File: config.mk
export PLATFORM = sky130hd
export DESIGN_NAME = dma_bus_arbiter
export DESIGN_NICKNAME = d
export VERILOG_FILES = /design/src/rtl/dma_bus_arbiter.sv
export SDC_FILE = /design/constraint.sdc
export NUM_CORES = 1
export LEC_CHECK = 0
export ABC_CLOCK_PERIOD_IN_PS = 3000
export BUFFER_PORTS_ARGS = -buffer_cell sky130_fd_sc_hd__buf_2
export CORE_UTILIZATION = 40
export CTS_BUF_LIST = sky130_fd_sc_hd__clkbuf_16
export DETAILED_ROUTE_END_ITERATION = 8
export GPL_TIMING_DRIVEN = 0
export PLACE_DENSITY = 0.66
export SYNTH_ARGS = -nofsm -noshare
export SYNTH_HDL_FRONTEND = slang
export SYNTH_SLANG_ARGS = --single-unit
File: constraint.sdc
create_clock -name i_Clk -period 3 [get_ports i_Clk]
set_clock_uncertainty 0.05 [all_clocks]
set_input_delay 0.6 -clock i_Clk [delete_from_list [all_inputs] [get_ports i_Clk]]
set_output_delay 0.6 -clock i_Clk [all_outputs]
set_load 0.05 [all_outputs]
File: src/rtl/dma_bus_arbiter.sv
// OAM DMA engine and CPU/DMA arbiter for the single external memory port, with internal HRAM.
// Optional: define DMA_CPU_STALL_EN to drive o_CPU_Wait from o_DMA_Active (tied low otherwise).
module dma_bus_arbiter #(
    parameter logic [15:0] DMA_REG_ADDR = 16'hFF46,
    parameter int          DMA_LENGTH   = 160,
    parameter logic [15:0] OAM_BASE     = 16'hFE00,
    parameter logic [15:0] HRAM_LO      = 16'hFF80,
    parameter logic [15:0] HRAM_HI      = 16'hFFFE
) (
    input  logic        i_Clk,
    input  logic        i_nRst,
    input  logic        i_Enable,
    input  logic [15:0] i_CPU_Address,
    input  logic [7:0]  i_CPU_Data,
    input  logic        i_CPU_Write,
    input  logic        i_CPU_Read,
    output logic [7:0]  o_CPU_Data,
    output logic        o_CPU_Wait,
    input  logic [7:0]  i_Mem_Data,
    output logic [15:0] o_Mem_Address,
    output logic [7:0]  o_Mem_Data,
    output logic        o_Mem_Write,
    output logic        o_Mem_Read,
    output logic        o_DMA_Active
);

    localparam int         HRAM_DEPTH = int'(HRAM_HI) - int'(HRAM_LO) + 1;
    localparam int         HRAM_AW    = (HRAM_DEPTH > 1) ? $clog2(HRAM_DEPTH) : 1;
    localparam logic [7:0] LAST_INDEX = 8'(DMA_LENGTH - 1);

    typedef enum logic [1:0] {
        ST_IDLE,
        ST_START,
        ST_READ,
        ST_WRITE
    } state_t;

    state_t      state_q, state_d;
    logic [7:0]  dma_reg_q, dma_reg_d;
    logic [7:0]  index_q, index_d;
    logic [7:0]  byte_q, byte_d;
    logic        active_q, active_d;

    logic [7:0]  hram_mem [HRAM_DEPTH];

    logic               cpu_hits_reg;
    logic               cpu_hits_hram;
    logic               cpu_hits_ext;
    logic               dma_reg_write;
    logic               hram_write;
    logic [HRAM_AW-1:0] hram_index;

    always_comb begin
        cpu_hits_reg  = (i_CPU_Address == DMA_REG_ADDR);
        cpu_hits_hram = (i_CPU_Address >= HRAM_LO) && (i_CPU_Address <= HRAM_HI) && !cpu_hits_reg;
        cpu_hits_ext  = !cpu_hits_reg && !cpu_hits_hram;
        dma_reg_write = i_CPU_Write && cpu_hits_reg;
        hram_write    = i_CPU_Write && cpu_hits_hram;
        hram_index    = HRAM_AW'(i_CPU_Address - HRAM_LO);
    end

    // Next-state logic; a register write overrides whatever the FSM was doing (restart).
    always_comb begin
        state_d   = state_q;
        dma_reg_d = dma_reg_q;
        index_d   = index_q;
        byte_d    = byte_q;
        if (i_Enable) begin
            case (state_q)
                ST_IDLE: begin
                end
                ST_START: begin
                    index_d = 8'h00;
                    state_d = ST_READ;
                end
                ST_READ: begin
                    byte_d  = i_Mem_Data;
                    state_d = ST_WRITE;
                end
                ST_WRITE: begin
                    if (index_q == LAST_INDEX) begin
                        state_d = ST_IDLE;
                    end else begin
                        index_d = index_q + 8'h01;
                        state_d = ST_READ;
                    end
                end
                default: state_d = ST_IDLE;
            endcase
            if (dma_reg_write) begin
                dma_reg_d = i_CPU_Data;
                state_d   = ST_START;
            end
        end
        active_d = (state_d != ST_IDLE);
    end

    always_ff @(posedge i_Clk) begin
        if (!i_nRst) begin
            state_q   <= ST_IDLE;
            dma_reg_q <= 8'h00;
            index_q   <= 8'h00;
            byte_q    <= 8'h00;
            active_q  <= 1'b0;
        end else begin
            state_q   <= state_d;
            dma_reg_q <= dma_reg_d;
            index_q   <= index_d;
            byte_q    <= byte_d;
            active_q  <= active_d;
        end
    end

    // HRAM is deliberately left out of reset so code running from it survives.
    always_ff @(posedge i_Clk) begin
        if (i_nRst && i_Enable && hram_write) begin
            hram_mem[hram_index] <= i_CPU_Data;
        end
    end

    always_comb begin
        o_Mem_Address = 16'h0000;
        o_Mem_Data    = 8'h00;
        o_Mem_Write   = 1'b0;
        o_Mem_Read    = 1'b0;
        if (i_nRst) begin
            case (state_q)
                ST_IDLE: begin
                    if (cpu_hits_ext) begin
                        o_Mem_Address = i_CPU_Address;
                        o_Mem_Data    = i_CPU_Data;
                        o_Mem_Write   = i_CPU_Write && i_Enable;
                        o_Mem_Read    = i_CPU_Read && !i_CPU_Write && i_Enable;
                    end
                end
                ST_START: begin
                    o_Mem_Address = {dma_reg_q, 8'h00};
                end
                ST_READ: begin
                    o_Mem_Address = {dma_reg_q, index_q};
                    o_Mem_Read    = i_Enable;
                end
                ST_WRITE: begin
                    o_Mem_Address = OAM_BASE + {8'h00, index_q};
                    o_Mem_Data    = byte_q;
                    o_Mem_Write   = i_Enable;
                end
                default: begin
                end
            endcase
        end
    end

    // Blocked external reads see 8'hFF; a simultaneous write wins over a read.
    always_comb begin
        o_CPU_Data = 8'h00;
        if (i_CPU_Read && !i_CPU_Write) begin
            if (cpu_hits_reg) begin
                o_CPU_Data = dma_reg_q;
            end else if (cpu_hits_hram) begin
                o_CPU_Data = hram_mem[hram_index];
            end else if (state_q == ST_IDLE) begin
                o_CPU_Data = i_Mem_Data;
            end else begin
                o_CPU_Data = 8'hFF;
            end
        end
    end

    assign o_DMA_Active = active_q;

`ifdef DMA_CPU_STALL_EN
    assign o_CPU_Wait = active_q;
`else
    assign o_CPU_Wait = 1'b0;
`endif

endmodule

Word-level counts from Yosys, hierarchy flattened --
Memories as Yosys holds them, arrays and structs flattened. Index checks and enable logic that the tools add are counted.
Storage, ports and cells: register bits 27, memory bits (writable) 1016, bits of input ports 37, output and inout port bits 36, word-level logic and storage cells 60, memories kept 1
Memories:
- hram_mem | words 127, width 8, rd ports 1, clocked after memory_dff 0, write ports 1, RTL line 44 | logic [7:0] hram_mem [HRAM_DEPTH];
Operators by class: add/subtract/negate cells 3, order comparisons 2, equality and inequality tests 6, muxes and demuxes 24, reduce and logical (&&, ||, !) cells 19
Operators by type and width (count):
- one-hot mux 16 bit (4 select lines) | 1
- 2-to-1 mux 8 bit | 7
- 2-to-1 mux 16 bit | 2
- one-hot mux 8 bit (2 select lines) | 2
- == test 16 bit, second input constant | 1
- greater-or-equal comparator 16 bit, second input constant | 1
- less-or-equal comparator 16 bit, second input constant | 1
- adder 10 x 9 -> 11 bit, first input constant | 1
- logical AND 1 bit | 10
- adder 8 x 1 -> 8 bit, second input constant | 1
- == test 8 bit, second input constant | 1
- subtractor 7 x 1 -> 7 bit, second input constant | 1
- 2-to-1 mux 1 bit | 6
- 2-to-1 mux 2 bit | 3
- one-hot mux 2 bit (3 select lines) | 1
- == test 2 bit, second input constant | 2
- one-hot mux 1 bit (2 select lines) | 2
- AND reduction 2 bit | 2
- nonzero test 2 bit | 2
- logical NOT 1 bit | 3
- AND reduction 3 bit | 1
- == test 2 x 1 -> 1 bit, second input constant | 1
- logical NOT 2 bit | 1
- inequality test 2 bit, second input constant | 1

Logic depth before layout (Yosys ltp) --
Gate-level depths: netlist of the first run.
depth in word-level cells 8, depth in mapped cells 12, depth with buffers taken out 8

Least setup slack after synthesis of the first run --
Ideal clock, no wire load.
kind input to output, from input i_CPU_Address[4], to output o_Mem_Write, arrival time 3.152 ns, required time 2.350 ns, slack -0.802 ns, stages 10, path buffers 4, path through buf_2 > and2_1 > buf_2 > nand4_1 > and3_1 > buf_4 > nor3_2 > buf_2 > a21oi_1 > nor3b_1
On the way: word-level cells in the longest chain between the ends 8, elaborated cells on any way between the ends 11
RTL lines:
- start, declared | RTL line 13 | input logic [15:0] i_CPU_Address,
- greater-or-equal comparator 16 bit (tied with other cells) | RTL line 55 | cpu_hits_hram = (i_CPU_Address >= HRAM_LO) && (i_CPU_Address <= HRAM_HI) && !cpu_hits_reg;
- logical AND 1 bit / logical NOT 1 bit (equally long branches) | RTL line 55, 56
- logical AND 1 bit | RTL line 55
- logical NOT 1 bit | RTL line 56 | cpu_hits_ext = !cpu_hits_reg && !cpu_hits_hram;
- logical AND 1 bit * | RTL line 56
- 2-to-1 mux 1 bit * | RTL line 129 | if (cpu_hits_ext) begin
- one-hot mux 1 bit (2 select lines) * | RTL line 127 | case (state_q)
- 2-to-1 mux 1 bit * | RTL line 126 | if (i_nRst) begin
- end, declared | RTL line 22 | output logic o_Mem_Write,
Every way passes the cells marked *; elsewhere a longest branch is shown, timed or not.

Final worst setup path of the first run --
from input i_CPU_Address[1], to output o_CPU_Data[3]
On the way: word-level cells in the longest chain between the ends 6, elaborated cells on any way between the ends 11
RTL lines:
- parallel branches: the longest is 4 deep, another holds memory (127 x 8 bit)
- 2-to-1 mux 8 bit * | RTL line 158 | if (cpu_hits_reg) begin
- 2-to-1 mux 8 bit * | RTL line 157 | if (i_CPU_Read && !i_CPU_Write) begin
- end, declared | RTL line 17 | output logic [7:0] o_CPU_Data,
Mark *: on every way between the ends.

==> qor.txt, run 1 <==
CTS root buf = clkbuf_16
num rows = 118
layout filler cell count = 8327
Initial Utilization = 40.31%
Cell Pwr Density = 615.1 nW/um^2
WL/cell = 28.17 um
fin area = 51040 um^2
Worst EP arrival = 3.30 ns
WHS = 0.1638 ns
Relative slew margins = 20.20%
number of H-tree levels = 3
required time of the critical path = 2.35 ns
Slew @ Worst Pin = 1.193 ns
dominant synthesized flop cell = edfxtp_1
crit path kind = input port to primary output
DIE AREA = 105400 um^2
setup ws final = -0.9509 ns
via count = 24460
fin crit share = 131.7%
Post-synth ARST share = 0%
clock buffer depth = 3
vias in the first global route = 24060
Post-synth EDFFs = 1016
Max VDD drop = 0.0005196 V
hpwl dp = 77820 um
Worst Min Path Start = i_Mem_Data[5]
layout cells sized above 1 = 27.11%
post-DR vias/cell = 5.872
IO Count = 73
P&R area growth vs syn = 22.51%
Synth Area per Inst = 16.91 um^2
register area share after synthesis = 74.53%
Syn Nets = 2505
CP endpoint kind = primary output
post-synthesis register bit count = 1043
Post-CTS Hold Buffers = 0
global-route usage over all layers = 21.68%
failing checks = setup timing
Post-route DRC = 0
nets@finish = 2740
startpoint types = input port
Synth warnings = 0
total grt overflow = 0
CTS buffer count = 105
latest clock arrival within the worst-skew pair = 0.69 ns
Leakage = 17.04 nW
ANT nets after route = 0
CTS tree = done
Min-Delay Path Class = input port to register
Cells after Synth = 2463
R2R depth = 8
core area = 103300 um^2
flip-flop and latch area = 31050 um^2
Reg2Reg Setup Slack = 1.06 ns
Die Y = 324.7 um
most common cell after layout, fill and taps aside = edfxtp_1
post-layout min period = 3.951 ns
crit-path max FO = 10
drt first pass iters = 7
CP Launch Point = i_CPU_Address[1]
Max Cap Violations = 0
worst r2r dst = index_q[7]
DR iter-0 viols = 3149
fmax = 253.1 MHz
status = finished, violations left
PortBufs = 69
synthesized cell area = 41660 um^2
# setup viols final = 150
area occupied by multi-input gates = 11690 um^2
Placement Cell Area = 44550 um^2
RR Startpoint = state_q[1]
first-pass GRT wire length = 166900 um
Die W = 324.7 um
Hold Crit Endpoint = byte_q[5]
RSZ-0062 raised after global routing = true
largest net degree at the start of global routing = 108
final slew viol count = 0
Final Hold Violating Endpoints = 0
initial antenna violation count = 2
Cell variety after synth = 60
clock-pin slew on the worst setup and hold paths = 0.06 ns
total wire length = 117300 um
most frequent cells in the layout = 1016 x edfxtp_1, 410 x mux2i_1, 166 x o22ai_1
hold depth = 3
GPL Wtd Cong = 0.9614
Clock Sinks = 1043
-- cells in the mapped netlist, drive strengths merged (18+ instances only) --
cell / number / area, um^2
o21ai: 21 / 105.1
nor4: 19 / 125.1
nand2: 81 / 304.0
clkbuf: 41 / 153.9
mux4: 44 / 991.0
buf: 112 / 679.4
a21oi: 31 / 155.2
nor2b: 25 / 156.4
dfxtp: 27 / 540.5
nand4: 20 / 125.1
nor2: 192 / 728.2
o22ai: 179 / 1120
a22oi: 41 / 307.8
mux2i: 423 / 4234
nand3: 27 / 140.1
nor3: 18 / 95.09
edfxtp: 1016 / 30510
-- worst max-delay path: stages --
cell       delay [ns]
buf_6            0.11
clkbuf_4         0.20
or4_4            0.18
clkbuf_2         0.38
o22ai_1          0.17
o21ai_2          0.25
nand4_1          0.26
a221oi_4         0.38
nand4_1          0.32
o2bb2ai_4        0.23
buf_8            0.21
-- registers in the layout, summed over array words and instances, names as in the netlist --
| register | flops |
|---|---|
| o_DMA_Active | 1 |
| byte_q | 8 |
| state_q | 2 |
| hram_mem | 1016 |
| dma_reg_q | 8 |
| index_q | 8 |
-- layer usage --
metal,global-route usage (%),up-vias,routed length (um)
met5,0,-,13
met2,34.75,1313,55720
met4,7.804,2,4200
li1,-,10310,-
met3,4.201,264,11060
met1,29.42,12570,46340
-- worst max-delay path by stage --
stage,depth (start not counted),endpoint,slack [ns]
after floorplan,9,o_CPU_Data[6],-0.11
after global placement,9,hram_mem[70][3],-1.82
after detailed placement,9,hram_mem[86][0],-1.98
after CTS,11,o_CPU_Data[3],-0.85
after global routing,11,o_CPU_Data[3],-0.93
final,11,o_CPU_Data[3],-0.95
-- timing repair --
item,CTS,global route
pin swaps,60,51
buffers inserted,41,11
gates cloned,2,2
gates resized for setup,467,144
endpoints found under the setup margin,1050,768
-- report_power, final --
group          switching [mW]  internal (mW)
Combinational            1.26          0.706
Clock                    5.66           7.80
Sequential          0.0000162           16.0
-- cells by family (layout without fill, tap and decap cells) --
kind of cell | after synthesis | in the layout | share of synthesized area, %
simple gates | 432 | 432 | 4.961
xor+xnor | 4 | 4 | 0.08408
fa+ha+maj | 5 | 5 | 0.1502
mux | 470 | 470 | 12.62
flops | 1043 | 1043 | 74.53
other cells | 1 | 2 | 0.009001
buf+inv | 158 | 480 | 2.045
compound gates | 350 | 350 | 5.598
-- final cells by class --
| type | instances | area share, % |
|---|---|---|
| antenna | 1 | 0.004903 |
| buffer | 148 | 2.952 |
| clock buffer | 105 | 5.148 |
| clock inverter | 89 | 1.875 |
| inverter | 5 | 0.04413 |
| multi-input combinational | 1262 | 22.90 |
| sequential | 1043 | 60.84 |
| tap | 1380 | 3.383 |
| timing repair buffer | 132 | 2.841 |
| timing repair inverter | 1 | 0.009806 |
-- stage by stage --
stage | utilization [%] | power [mW] | std cells | TNS (ns) | setup WS (ns)
2_1_floorplan | - | 17.18 | 2463 | -0.2977 | -0.1064
3_3_place_gp | 42.85 | 17.89 | 3912 | -1465.24 | -1.816
3_5_place_dp | 43.10 | 17.94 | 3921 | -1436.01 | -1.984
4_1_cts | 48.66 | 31.41 | 4154 | -15.67 | -0.8488
5_1_grt | 49.38 | 32.09 | 4165 | -19.37 | -0.9292
6_report | 49.39 | 31.39 | 4166 | -16.44 | -0.9509
No activity file was read; power rests on OpenSTA's default activity.
==> inputs of run 2 (changes only) <==
Settings changed: CORE_UTILIZATION 40 to 35, PLACE_DENSITY 0.66 to 0.6.
==> run 2 against run 1 <==
Compared with the run above:
- the run still ends with setup timing left
- critical path depth stayed put
- first-iteration DRC count decreased by 16%
- global-route usage is 2.3 points lower
- cell count rose by 3.5%
- design area decreased by 0.60%
- wire length rose by 1.2%
- via count shrank 2.5%
- highest routed layer unchanged
==> qor.txt, run 2 (synthesis results as in run 1) <==
total wire length = 118700 um (+1.2%)
Min-Delay Path Class = input port to register
nets@finish = 2729 (-0.40%)
ANT nets after route = 0 (unchanged)
Relative slew margins = 16.09% (-4.1 points)
final slew viol count = 0 (unchanged)
startpoint types = input port
Die Y = 347.0 um (+6.9%)
fin crit share = 127.9% (-3.8 points)
PortBufs = 69 (unchanged)
Post-route DRC = 0 (unchanged)
fmax = 260.7 MHz (+3.0%)
CTS root buf = clkbuf_16
crit path kind = input port to primary output
largest net degree at the start of global routing = 98 (-9.3%)
Placed Cells = 4076 (+4.0%)
Worst EP arrival = 3.19 ns (-0.11 ns)
global-route usage over all layers = 19.38% (-2.3 points)
Cell Pwr Density = 609.3 nW/um^2 (-0.94%)
post-layout min period = 3.836 ns (-0.1146 ns)
most common cell after layout, fill and taps aside = edfxtp_1
vias in the first global route = 23510 (-2.3%)
setup ws final = -0.8363 ns (+0.1146 ns)
initial antenna violation count = 1 (-1)
most frequent cells in the layout = 1016 x edfxtp_1, 409 x mux2i_1, 167 x o22ai_1
number of H-tree levels = 3 (unchanged)
status = finished, violations left
Final Hold Violating Endpoints = 0 (unchanged)
Max Cap Violations = 0 (unchanged)
Most flops, register = hram_mem
hpwl dp = 78700 um (+1.1%)
number of flip-flops in the largest register = 1016 (unchanged)
CTS buffer count = 105 (unchanged)
latest clock arrival within the worst-skew pair = 0.68 ns (about the same)
layout filler cell count = 10260 (+23%)
failing checks = setup timing
drt first pass iters = 8 (+1)
clock buffer depth = 3 (unchanged)
Max VDD drop = 0.0005035 V (-3.1%)
RSZ-0062 raised after global routing = true
Die W = 347.0 um (+6.9%)
IO Count = 73 (unchanged)
via count = 23860 (-2.5%)
fin cells = 4312 (+3.5%)
Slew @ Worst Pin = 1.259 ns (+0.06616 ns)
# setup viols final = 48 (-68%)
setup TNS = -13.28 ns (+3.162 ns)
CP endpoint kind = primary output
Post-CTS Hold Buffers = 0 (unchanged)
first-pass GRT wire length = 168200 um (+0.84%)
Initial Utilization = 35.28% (-5.0 points)
DIE AREA = 120400 um^2 (+14%)
CTS tree = done
post-DR vias/cell = 5.533 (-5.8%)
Clock Sinks = 1043 (unchanged)
clock-pin slew on the worst setup and hold paths = 0.06 ns (about the same)
overall power = 30.91 mW (-1.5%)
WHS = 0.1636 ns (-0.0001830 ns)
layout cells sized above 1 = 25.40% (-1.7 points)
WL/cell = 27.53 um (-2.2%)
required time of the critical path = 2.35 ns (about the same)
GPL Wtd Cong = 0.9135 (-5.0%)
core area = 118100 um^2 (+14%)
total grt overflow = 0 (unchanged)
post-layout utilization of the core = 42.97% (-6.4 points)
P&R area growth vs syn = 21.78%
DR iter-0 viols = 2648 (-16%)
Inserted Diodes = 0 (-1)
Leakage = 16.89 nW (-0.88%)
crit-path max FO = 8 (-2)
num rows = 126 (+6.8%)
==> run 2: metal layers <==
| metal | up-vias | wire, um | track usage, % |
|---|---|---|---|
| li1 | 10300 | - | - |
| met1 | 12320 | 49950 | 26.82 |
| met2 | 1047 | 55240 | 30.65 |
| met3 | 195 | 9286 | 3.257 |
| met4 | 2 | 4241 | 7.080 |
| met5 | - | 11 | 0 |
==> run 2: final cells by class <==
class,instances,area [um^2],area share (%)
inverter,5,20.02,0.03946
buffer,148,1414,2.787
tap,1536,1922,3.788
multi-input combinational,1262,11500,22.67
timing repair buffer,122,1411,2.782
clock buffer,107,2678,5.278
clock inverter,89,733.2,1.445
sequential,1043,31050,61.21
==> run 2: final timing paths <==
path                                       start            end  slack (ns)  cells past startpoint
worst max register to register        state_q[1]     index_q[7]        1.08                      8
worst min-delay path               i_Mem_Data[5]      byte_q[5]        0.16                      3
worst max-delay path            i_CPU_Address[0]  o_CPU_Data[2]       -0.84                     11
worst min register to register         byte_q[6]      byte_q[6]        0.43                      2
==> run 2: through the flow <==
step | area, um^2 | setup WS [ns]
after floorplan | 42210 | -0.1064
after CTS | 50460 | -0.8065
final | 50730 | -0.8363
after detailed placement | 44730 | -2.046
after global placement | 44480 | -2.022
after global routing | 50730 | -0.8934
==> run 2: what timing repair did <==
item / CTS / global route
setup endpoints to repair: 1050 / 449
setup buffers: 34 / 9
gates cloned: 3 / 0
resized for setup: 512 / 49
pin swaps: 40 / 23
==> run 2: power breakdown <==
group | internal (mW) | switching, mW | leakage, nW | total [mW]
combinational | 0.696 | 1.24 | 5.80 | 1.94
clock | 7.42 | 5.58 | 1.75 | 13.0
sequential | 16.0 | 0.0000144 | 9.35 | 16.0
==> run 2: critical path, cell delays in order <==
cell       delay [ns]
buf_8            0.08
buf_8            0.13
buf_12           0.15
buf_12           0.14
mux4_2           0.48
o211ai_1         0.37
nand4_1          0.22
a221oi_4         0.37
nand4_1          0.21
o2bb2ai_4        0.19
buf_6            0.21
